[config.mk]
export PLATFORM = sky130hd
export DESIGN_NAME = uart_tx_word_flat
export DESIGN_NICKNAME = d
export VERILOG_FILES = /design/src/rtl/uart_tx_word_if.sv /design/src/rtl/uart_tx_word.sv /design/src/flat_wrapper.sv
export SDC_FILE = /design/constraint.sdc
export NUM_CORES = 1
export LEC_CHECK = 0
export CORE_UTILIZATION = 57
export CTS_BUF_LIST = sky130_fd_sc_hd__clkbuf_8
export DETAILED_ROUTE_END_ITERATION = 6
export GPL_TIMING_DRIVEN = 0
export PLACE_DENSITY = 0.82
export SYNTH_ARGS = -nofsm -noshare
export SYNTH_HDL_FRONTEND = slang
export SYNTH_SLANG_ARGS = --single-unit
[constraint.sdc]
create_clock -name PCLK -period 2.9 [get_ports PCLK]
set_input_delay 0.435 -clock PCLK [delete_from_list [all_inputs] [get_ports PCLK]]
set_output_delay 0.435 -clock PCLK [all_outputs]
set_load 0.02 [all_outputs]
[src/rtl/uart_tx_word_if.sv]
// uart_tx_word_if: word handshake and serial-line bundle between the UART APB
// slave (master side) and the word serializer (slave side).
interface uart_tx_word_if;
    logic        start;
    logic [31:0] To_TX;
    logic        tx;
    logic        busy;
    logic        Tx_done;

    modport master (
        output start,
        output To_TX,
        input  tx,
        input  busy,
        input  Tx_done
    );

    modport slave (
        input  start,
        input  To_TX,
        output tx,
        output busy,
        output Tx_done
    );
endinterface

[src/rtl/uart_tx_word.sv]
// uart_tx_word: sends a 32-bit word as four back-to-back UART frames, LSB byte
// first. Frame is 8N1 by default; defining UART_TX_PARITY_EN inserts an even
// parity bit after the data bits (11-bit frame).
module uart_tx_word #(
    parameter int unsigned CLKS_PER_BIT = 16
) (
    input  logic           PCLK,
    input  logic           PRESET,
    uart_tx_word_if.slave  bus
);
    localparam int unsigned CNT_W    = 16;
    localparam int unsigned IDX_W    = 3;
    localparam int unsigned BYTE_W   = 2;
    localparam int unsigned WORD_W   = 32;
    localparam int unsigned BYTE_BITS = 8;

    typedef enum logic [2:0] {
        S_IDLE,
        S_START,
        S_DATA,
`ifdef UART_TX_PARITY_EN
        S_PARITY,
`endif
        S_STOP
    } state_t;

    state_t               r_state;
    state_t               w_state_nxt;
    logic [CNT_W-1:0]     r_bit_cnt;
    logic [CNT_W-1:0]     w_bit_cnt_nxt;
    logic [IDX_W-1:0]     r_bit_idx;
    logic [IDX_W-1:0]     w_bit_idx_nxt;
    logic [BYTE_W-1:0]    r_byte_idx;
    logic [BYTE_W-1:0]    w_byte_idx_nxt;
    logic [WORD_W-1:0]    r_shift_word;
    logic [WORD_W-1:0]    w_shift_word_nxt;
    logic                 r_tx;
    logic                 w_tx_nxt;
    logic                 r_busy;
    logic                 w_busy_nxt;
    logic                 r_done;
    logic                 w_done_nxt;
    logic                 w_bit_end;
    logic [BYTE_BITS-1:0] w_byte_nxt;

    // Last cycle of the current serial bit period
    assign w_bit_end = (r_bit_cnt == CNT_W'(CLKS_PER_BIT - 1));

    // State and registered outputs
    always_ff @(posedge PCLK or posedge PRESET) begin
        if (PRESET) begin
            r_state      <= S_IDLE;
            r_bit_cnt    <= '0;
            r_bit_idx    <= '0;
            r_byte_idx   <= '0;
            r_shift_word <= '0;
            r_tx         <= 1'b1;
            r_busy       <= 1'b0;
            r_done       <= 1'b0;
        end else begin
            r_state      <= w_state_nxt;
            r_bit_cnt    <= w_bit_cnt_nxt;
            r_bit_idx    <= w_bit_idx_nxt;
            r_byte_idx   <= w_byte_idx_nxt;
            r_shift_word <= w_shift_word_nxt;
            r_tx         <= w_tx_nxt;
            r_busy       <= w_busy_nxt;
            r_done       <= w_done_nxt;
        end
    end

    // Next state; tx is derived from the next state so the line is registered
    always_comb begin
        w_state_nxt      = r_state;
        w_bit_cnt_nxt    = r_bit_cnt;
        w_bit_idx_nxt    = r_bit_idx;
        w_byte_idx_nxt   = r_byte_idx;
        w_shift_word_nxt = r_shift_word;
        w_busy_nxt       = r_busy;
        w_done_nxt       = 1'b0;
        w_tx_nxt         = 1'b1;
        w_byte_nxt       = '0;

        case (r_state)
            S_IDLE: begin
                w_busy_nxt = 1'b0;
                if (bus.start) begin
                    w_shift_word_nxt = bus.To_TX;
                    w_byte_idx_nxt   = '0;
                    w_bit_cnt_nxt    = '0;
                    w_busy_nxt       = 1'b1;
                    w_state_nxt      = S_START;
                end
            end
            S_START: begin
                if (w_bit_end) begin
                    w_bit_cnt_nxt = '0;
                    w_bit_idx_nxt = '0;
                    w_state_nxt   = S_DATA;
                end else begin
                    w_bit_cnt_nxt = r_bit_cnt + CNT_W'(1);
                end
            end
            S_DATA: begin
                if (w_bit_end) begin
                    w_bit_cnt_nxt = '0;
                    if (r_bit_idx == IDX_W'(BYTE_BITS - 1)) begin
`ifdef UART_TX_PARITY_EN
                        w_state_nxt = S_PARITY;
`else
                        w_state_nxt = S_STOP;
`endif
                    end else begin
                        w_bit_idx_nxt = r_bit_idx + IDX_W'(1);
                    end
                end else begin
                    w_bit_cnt_nxt = r_bit_cnt + CNT_W'(1);
                end
            end
`ifdef UART_TX_PARITY_EN
            S_PARITY: begin
                if (w_bit_end) begin
                    w_bit_cnt_nxt = '0;
                    w_state_nxt   = S_STOP;
                end else begin
                    w_bit_cnt_nxt = r_bit_cnt + CNT_W'(1);
                end
            end
`endif
            S_STOP: begin
                if (w_bit_end) begin
                    w_bit_cnt_nxt = '0;
                    if (r_byte_idx == BYTE_W'(3)) begin
                        w_busy_nxt  = 1'b0;
                        w_done_nxt  = 1'b1;
                        w_state_nxt = S_IDLE;
                    end else begin
                        w_byte_idx_nxt = r_byte_idx + BYTE_W'(1);
                        w_state_nxt    = S_START;
                    end
                end else begin
                    w_bit_cnt_nxt = r_bit_cnt + CNT_W'(1);
                end
            end
            default: begin
                w_state_nxt = S_IDLE;
                w_busy_nxt  = 1'b0;
            end
        endcase

        w_byte_nxt = w_shift_word_nxt[{w_byte_idx_nxt, 3'b000} +: BYTE_BITS];
        case (w_state_nxt)
            S_START:  w_tx_nxt = 1'b0;
            S_DATA:   w_tx_nxt = w_byte_nxt[w_bit_idx_nxt];
`ifdef UART_TX_PARITY_EN
            S_PARITY: w_tx_nxt = ^w_byte_nxt;
`endif
            default:  w_tx_nxt = 1'b1;
        endcase
    end

    assign bus.tx      = r_tx;
    assign bus.busy    = r_busy;
    assign bus.Tx_done = r_done;
endmodule

[src/flat_wrapper.sv]
// flat-port wrapper written by rule: the top's interface ports become plain ports
module uart_tx_word_flat 
#(
    parameter int unsigned CLKS_PER_BIT = 16
)
  (PCLK, PRESET, bus_start, bus_To_TX, bus_tx, bus_busy, bus_Tx_done);
  uart_tx_word_if bus_i ();
  input  logic PCLK;
  input  logic PRESET;
  input wire logic [$bits(bus_i.start)-1:0] bus_start;
  input wire logic [$bits(bus_i.To_TX)-1:0] bus_To_TX;
  output wire logic [$bits(bus_i.tx)-1:0] bus_tx;
  output wire logic [$bits(bus_i.busy)-1:0] bus_busy;
  output wire logic [$bits(bus_i.Tx_done)-1:0] bus_Tx_done;
  assign bus_i.start = bus_start;
  assign bus_i.To_TX = bus_To_TX;
  assign bus_tx = bus_i.tx;
  assign bus_busy = bus_i.busy;
  assign bus_Tx_done = bus_i.Tx_done;
  uart_tx_word #(.CLKS_PER_BIT(CLKS_PER_BIT)) u_core (.PCLK(PCLK), .PRESET(PRESET), .bus(bus_i));
endmodule
==> impl_metrics.env, run 1 <==
export IMPL_status="finished clean"
export IMPL_cts_tree="yes"
export IMPL_maxCapViolCount=0
export IMPL_dieArea_sq_um=5460
export IMPL_reg2reg_depth=11
export IMPL_cts_max_level=3
export IMPL_vias=2469
export IMPL_fmax_mhz=357
export IMPL_yosys_area_top_type="dfrtp_1"
export IMPL_holdPathEnd="u_core.r_shift_word[12]"
export IMPL_power_density_nw_per_um2=498
export IMPL_path_cells="ha_1, and3_1, and4_4, o221ai_2, o21a_1, buf_6, mux4_2, mux2i_1, a21oi_1, a21oi_1, a21bo_1"
export IMPL_r2r_end="u_core.bus.tx"
export IMPL_async_flop_share_pct=100
export IMPL_grt_use_met3_pct=7.54
export IMPL_worst_pin_slew_ns=0.684
export IMPL_rsz0062_at_grt="false"
export IMPL_grt_pass1_wl_mm=10.8
export IMPL_finalNetCount=419
export IMPL_viasPerCell=5.45
export IMPL_start_util_pct=60.8
export IMPL_p_sw_w=0.000502
export IMPL_critPathMaxStageDelay_ns=0.50
export IMPL_root_buffer="clkbuf_8"
export IMPL_post_place_ws_ns=-0.455
export IMPL_vdd_ir_drop_max_v=0.000379
export IMPL_ys_seq_area_share_pct=50.1
export IMPL_leakage_nw=1.78
export IMPL_grt_use_total_pct=26.9
export IMPL_power_frac_clock_pct=33.6
export IMPL_slew_viol_final=0
export IMPL_place_congestion=0.779
export IMPL_timing_final_crit_share_pct=96.5
export IMPL_avgSynthCellArea_sq_um=9.13
export IMPL_seqPwrFrac_pct=51.1
export IMPL_fin_worst_skew_ns=0.00909
export IMPL_grt_start_max_net_pins=34
export IMPL_grt_busiest_layer="met2"
export IMPL_path_clk_slew_ns=0.07
export IMPL_overflow=0
export IMPL_rows=25
export IMPL_nFillCells=373
export IMPL_required_ns=3.18
export IMPL_whs_path_depth=2
export IMPL_ios=38
export IMPL_r2r_start="u_core.r_bit_cnt[0]"
export IMPL_hpwl_mm=4.39
export IMPL_fin_cells=453
export IMPL_final_util_pct=76.0
export IMPL_final_min_clock_period_ns=2.80
export IMPL_cts_sinks=59
export IMPL_drive_above_1_share_pct=12.2
export IMPL_holdWs_ns=0.475
export IMPL_drt_wl_total_mm=6.37
export IMPL_dp_cells=428
export IMPL_synthDominantCellAreaShare_pct=49.2
export IMPL_hold_viol_final=0
export IMPL_yosys_top_cells_area="dfrtp_1 (49%), nand2_1 (15%), mux2i_1 (6.8%), o21ai_0 (4.1%), mux4_2 (2.3%)"
export IMPL_worst_slack_ns=0.103
export IMPL_netlist_instances=323
export IMPL_ys_ff_latch=59
export IMPL_use_met2_pct=40.7
export IMPL_min_from="u_core.r_shift_word[12]"
export IMPL_grtUsageMet1_pct=35.6
export IMPL_worst_path_max_delay_cell="mux4_2"
export IMPL_pwr_share_comb_pct=15.3
export IMPL_ant_nets=0
export IMPL_wl_per_cell_um=14.1
export IMPL_port_buffers=37
export IMPL_holdCritPathClass="flop to flop"
export IMPL_syn_area_sq_um=2950
export IMPL_setup_violations=0
export IMPL_cp_start_kind="flop"
export IMPL_synth_edf_count=0
export IMPL_antenna_found_initial=0
export IMPL_die_x_um=73.9
export IMPL_swShare_pct=27.4
export IMPL_antennaDiodeCount=0
export IMPL_path_common_cell="a21oi_1"
export IMPL_place_area_sq_um=3420
export IMPL_drt_iter0_drc=191
export IMPL_rrSetupSlack_ns=0.10
export IMPL_firstDrtPassIters=4
export IMPL_clkLatencyLatePin_ns=0.34
export IMPL_syn_to_final_growth_pct=25.0
export IMPL_yosysWarnings=0
export IMPL_multiInputGateArea_sq_um=1390
export IMPL_fp_dieH_um=73.9
export IMPL_final_area_sq_um=3680
export IMPL_drcViolationCount=0
export IMPL_synth_ff_type="dfrtp_1"
export IMPL_synth_cell_types=44
export IMPL_path_max_fanout=8
export IMPL_p_int_w=0.00133
export IMPL_clk_path_buf_depth=2
export IMPL_syn_nets=360
export IMPL_numCtsBuffers=9
export IMPL_cp_arrival_ns=3.08
export IMPL_seq_area_sq_um=1480
export IMPL_crit_type="flop to flop"
export IMPL_grt_pass1_vias=2348
export IMPL_maxSlewHeadroom_pct=54.3
export IMPL_end_kind="flop"
export IMPL_core_sq_um=4850
==> flip-flops by register name (all words and copies together) (netlist names) <==
register / count
u_core.bus.Tx_done: 1
u_core.bus.busy: 1
u_core.bus.tx: 1
u_core.r_bit_cnt: 16
u_core.r_bit_idx: 3
u_core.r_byte_idx: 2
u_core.r_shift_word: 32
u_core.r_state: 3
==> cells by family (layout without fill, tap and decap cells) <==
| group | count (synthesis) | after routing | synth area share [%] |
|---|---|---|---|
| AND/OR/NAND/NOR | 162 | 162 | 24.2 |
| adder cells (fa/ha/maj) | 2 | 2 | 0.849 |
| other | 1 | 1 | 0.127 |
| buffers and inverters | 23 | 86 | 3.27 |
| multiplexers | 23 | 23 | 9.08 |
| AO/OA/AOI/OAI | 48 | 48 | 10.9 |
| XOR/XNOR | 5 | 5 | 1.49 |
| flip-flops | 59 | 59 | 50.1 |
==> power groups by stage <==
stage	Sequential, W	Clock [W]	Combinational [W]
detailed placement	0.000953	0	0.000276
CTS	0.000938	0.000626	0.000280
finish	0.000938	0.000617	0.000281
floorplan	0.000946	0	0.000173
global route	0.000945	0.000659	0.000320
global placement	0.000947	0	0.000263
==> worst max path at each step <==
stage,start,end,depth (start not counted),slack [ns]
after global placement,bus_start,u_core.bus.tx,11,-0.33
after detailed placement,bus_start,u_core.bus.tx,11,-0.46
after floorplan,u_core.r_bit_cnt[0],u_core.bus.tx,10,0.31
after CTS,u_core.r_bit_cnt[0],u_core.bus.tx,11,0.05
after global routing,u_core.r_bit_cnt[0],u_core.bus.tx,11,0.01
final,u_core.r_bit_cnt[0],u_core.bus.tx,11,0.10
==> area by class of cell <==
type                       instances  area share, %
buffer                            15           1.87
clock buffer                       9           3.36
clock inverter                     6          0.951
inverter                           8          0.815
multi-input combinational        241           37.7
sequential                        59           40.1
tap                               67           2.28
timing repair buffer              48           13.0
==> cells in the final DEF, fill, tap and decap left out, drive strengths merged, types with 7 or more instances in the layout <==
cell type,instances
buf,14
and3,7
inv,9
mux2i,20
clkdlybuf4s50,37
dfrtp,58
nor2,16
o21ai,24
nand2,115
clkbuf,21
==> per-layer routing <==
metal  vias to the layer above  share of wire, %
li1                       1217                 -
met1                      1168                44
met2                        69                49
met3                        15               4.9
met4                         0               2.2
met5                         -                 0
==> stage by stage <==
stage	total power [W]	setup TNS, ns
2_1_floorplan	0.00112	0
3_3_place_gp	0.00121	-0.753
3_5_place_dp	0.00123	-0.455
4_1_cts	0.00184	0
5_1_grt	0.00193	0
6_report	0.00184	0
==> synthesized netlist by cell type, types with 2 or more instances <==
cell and n:
a21oi_1 5, a22o_1 2, a22oi_1 2, a31oi_1 2, and3_1 7, buf_2 2, clkbuf_1 12, dfrtp_1 58
ha_1 2, inv_1 8, mux2i_1 20, mux4_2 3, nand2_1 115, nand3_1 5, nand3b_1 2, nand4_1 3
nor2_1 16, nor3_1 4, nor4_2 3, o21ai_0 24, o31ai_1 2, xnor2_1 3, xor2_1 2
==> worst max-delay path: cells and delay by family, from the launching register on <==
kind | cells | cell delay, ns
AO/OA/AOI/OAI | 5 | 0.79
adder cells (fa/ha/maj) | 1 | 0.24
buffers and inverters | 1 | 0.16
flip-flops | 1 | 0.41
multiplexers | 2 | 0.67
AND/OR/NAND/NOR | 2 | 0.46
==> timing repair <==
action                                  4_1_cts  5_1_grt
hold buffers                                  0        0
endpoints found under the setup margin        1        1
gates resized for setup                       2        5
hold endpoints to repair                      0        0
setup buffers                                 3        7
cloned                                        0        0
pin swaps                                     1        3
No activity file was read; power rests on OpenSTA's default activity.
==> run 2, diff against run 1 <==
--- a/config.mk
+++ b/config.mk
@@ -10,6 +10,7 @@
 export DETAILED_ROUTE_END_ITERATION = 6
 export GPL_TIMING_DRIVEN = 0
 export PLACE_DENSITY = 0.82
+export SKIP_CTS_REPAIR_TIMING = 1
 export SYNTH_ARGS = -nofsm -noshare
 export SYNTH_HDL_FRONTEND = slang
 export SYNTH_SLANG_ARGS = --single-unit
==> run 2 against run 1 <==
Effect of this change:
- final area is 0.20% higher
- critical endpoint unchanged
- combinational power hardly changed
- hold slack better by 0.00073 ns
- critical path depth stayed put
- sequential cell count stayed put
- first-iteration DRC count is 24% higher
- sequential share of layout area is 0.082 points lower
- global-route usage is 0.15 points lower
- non-clock buffer count is 2 lower
- sequential power hardly changed
==> impl_metrics.env, run 2 (synthesis results as in run 1) <==
export IMPL_drcViolationCount=0
export IMPL_dp_cells=428
export IMPL_holdCritPathClass="flop to flop"
export IMPL_root_buffer="clkbuf_8"
export IMPL_place_area_sq_um=3420
export IMPL_clk_path_buf_depth=2
export IMPL_vdd_ir_drop_max_v=0.000380
export IMPL_end_kind="flop"
export IMPL_cts_sinks=59
export IMPL_maxCapViolCount=0
export IMPL_timing_final_crit_share_pct=96.8
export IMPL_final_util_pct=76.2
export IMPL_syn_to_final_growth_pct=25.3
export IMPL_grt_pass1_vias=2339
export IMPL_finalNetCount=417
export IMPL_path_max_fanout=10
export IMPL_clkLatencyLatePin_ns=0.35
export IMPL_leakage_nw=1.78
export IMPL_grt_use_total_pct=26.8
export IMPL_cp_start_kind="flop"
export IMPL_crit_type="flop to flop"
export IMPL_ant_nets=0
export IMPL_drt_wl_total_mm=6.36
export IMPL_cts_max_level=3
export IMPL_holdWs_ns=0.476
export IMPL_place_congestion=0.779
export IMPL_reg_top3="u_core.r_shift_word: 32 flops, u_core.r_bit_cnt: 16 flops"
export IMPL_required_ns=3.18
export IMPL_nFillCells=370
export IMPL_final_min_clock_period_ns=2.81
export IMPL_largest_register="u_core.r_shift_word"
export IMPL_power_density_nw_per_um2=498
export IMPL_status="finished clean"
export IMPL_mostFrequentLayoutCells="nand2_1 (115), dfrtp_1 (58), clkdlybuf4s50_1 (37)"
export IMPL_fmax_mhz=356
export IMPL_fin_cells=451
export IMPL_hold_viol_final=0
export IMPL_port_buffers=37
export IMPL_numCtsBuffers=9
export IMPL_drt_iter0_drc=237
export IMPL_wl_per_cell_um=14.1
export IMPL_path_clk_slew_ns=0.07
export IMPL_die_x_um=73.9
export IMPL_cts_tree="yes"
export IMPL_multiInputGateArea_sq_um=1410
export IMPL_dieArea_sq_um=5460
export IMPL_overflow=0
export IMPL_core_sq_um=4850
export IMPL_final_area_sq_um=3690
export IMPL_viasPerCell=5.49
export IMPL_start_util_pct=60.8
export IMPL_grt_pass1_wl_mm=10.7
export IMPL_tns_ns=0
export IMPL_ios=38
export IMPL_firstDrtPassIters=7
export IMPL_drive_above_1_share_pct=12.0
export IMPL_layout_commonest_cell="nand2_1"
export IMPL_fp_dieH_um=73.9
export IMPL_fin_worst_skew_ns=0.00977
export IMPL_cp_arrival_ns=3.09
export IMPL_worst_pin_slew_ns=0.686
export IMPL_antenna_found_initial=0
export IMPL_maxSlewHeadroom_pct=54.2
export IMPL_largest_reg_flops=32
export IMPL_grt_start_max_net_pins=34
export IMPL_vias=2478
export IMPL_rows=25
export IMPL_slew_viol_final=0
export IMPL_seq_area_sq_um=1480
export IMPL_hpwl_mm=4.39
export IMPL_setup_violations=0
export IMPL_antennaDiodeCount=0
==> run 2: cell count changes in the layout (fill, tap and decap cells not counted), sizes merged <==
cell | previous run | this run
buf | 14 | 12
==> run 2: critical path: stages, from the launching register on <==
cell	delay [ns]
dfrtp_1	0.39
ha_1	0.22
and3_4	0.23
nand4_1	0.24
a211o_1	0.42
a21oi_4	0.16
buf_12	0.15
mux2i_1	0.20
mux2i_1	0.09
o311a_1	0.29
a21oi_1	0.14
a21bo_1	0.21
==> run 2: stage by stage <==
step | total power, W | setup slack, ns
finish | 0.00184 | 0.0936
global route | 0.00192 | -0.0297
CTS | 0.00184 | -0.0822
detailed placement | 0.00123 | -0.455
global placement | 0.00121 | -0.327
floorplan | 0.00112 | 0.308
==> run 2: routing by layer <==
metal | global-route usage (%) | share of wire [%] | vias to the layer above
met2 | 40.7 | 49 | 75
met3 | 7.54 | 5.8 | 19
li1 | - | - | 1213
met5 | 0 | 0 | -
met1 | 35.2 | 43 | 1171
met4 | 13.5 | 2.3 | 0
==> run 2: area by class of cell <==
class	count	share of cell area [%]
sequential	59	40.0
multi-input combinational	241	38.2
inverter	8	0.813
timing repair buffer	46	12.5
clock inverter	6	0.949
buffer	15	1.86
clock buffer	9	3.35
tap	67	2.27
==> run 2: worst paths after layout <==
| check | from | end | slack, ns | cells past startpoint |
|---|---|---|---|---|
| worst min register to register | u_core.r_shift_word[12] | u_core.r_shift_word[12] | 0.48 | 2 |
| min in group asynchronous | PRESET | u_core.r_shift_word[8] | 0.51 | 2 |
| worst max register to register | u_core.r_bit_cnt[0] | u_core.bus.tx | 0.09 | 11 |
| max in group asynchronous | PRESET | u_core.r_shift_word[31] | 1.80 | 3 |
| worst min-delay path | u_core.r_shift_word[12] | u_core.r_shift_word[12] | 0.48 | 2 |
| worst max-delay path | u_core.r_bit_cnt[0] | u_core.bus.tx | 0.09 | 11 |
==> run 2: power breakdown <==
part	total [W]	internal, W	switching, W
Sequential	0.000938	0.000909	0.0000290
Clock	0.000619	0.000298	0.000322
Combinational	0.000280	0.000127	0.000152
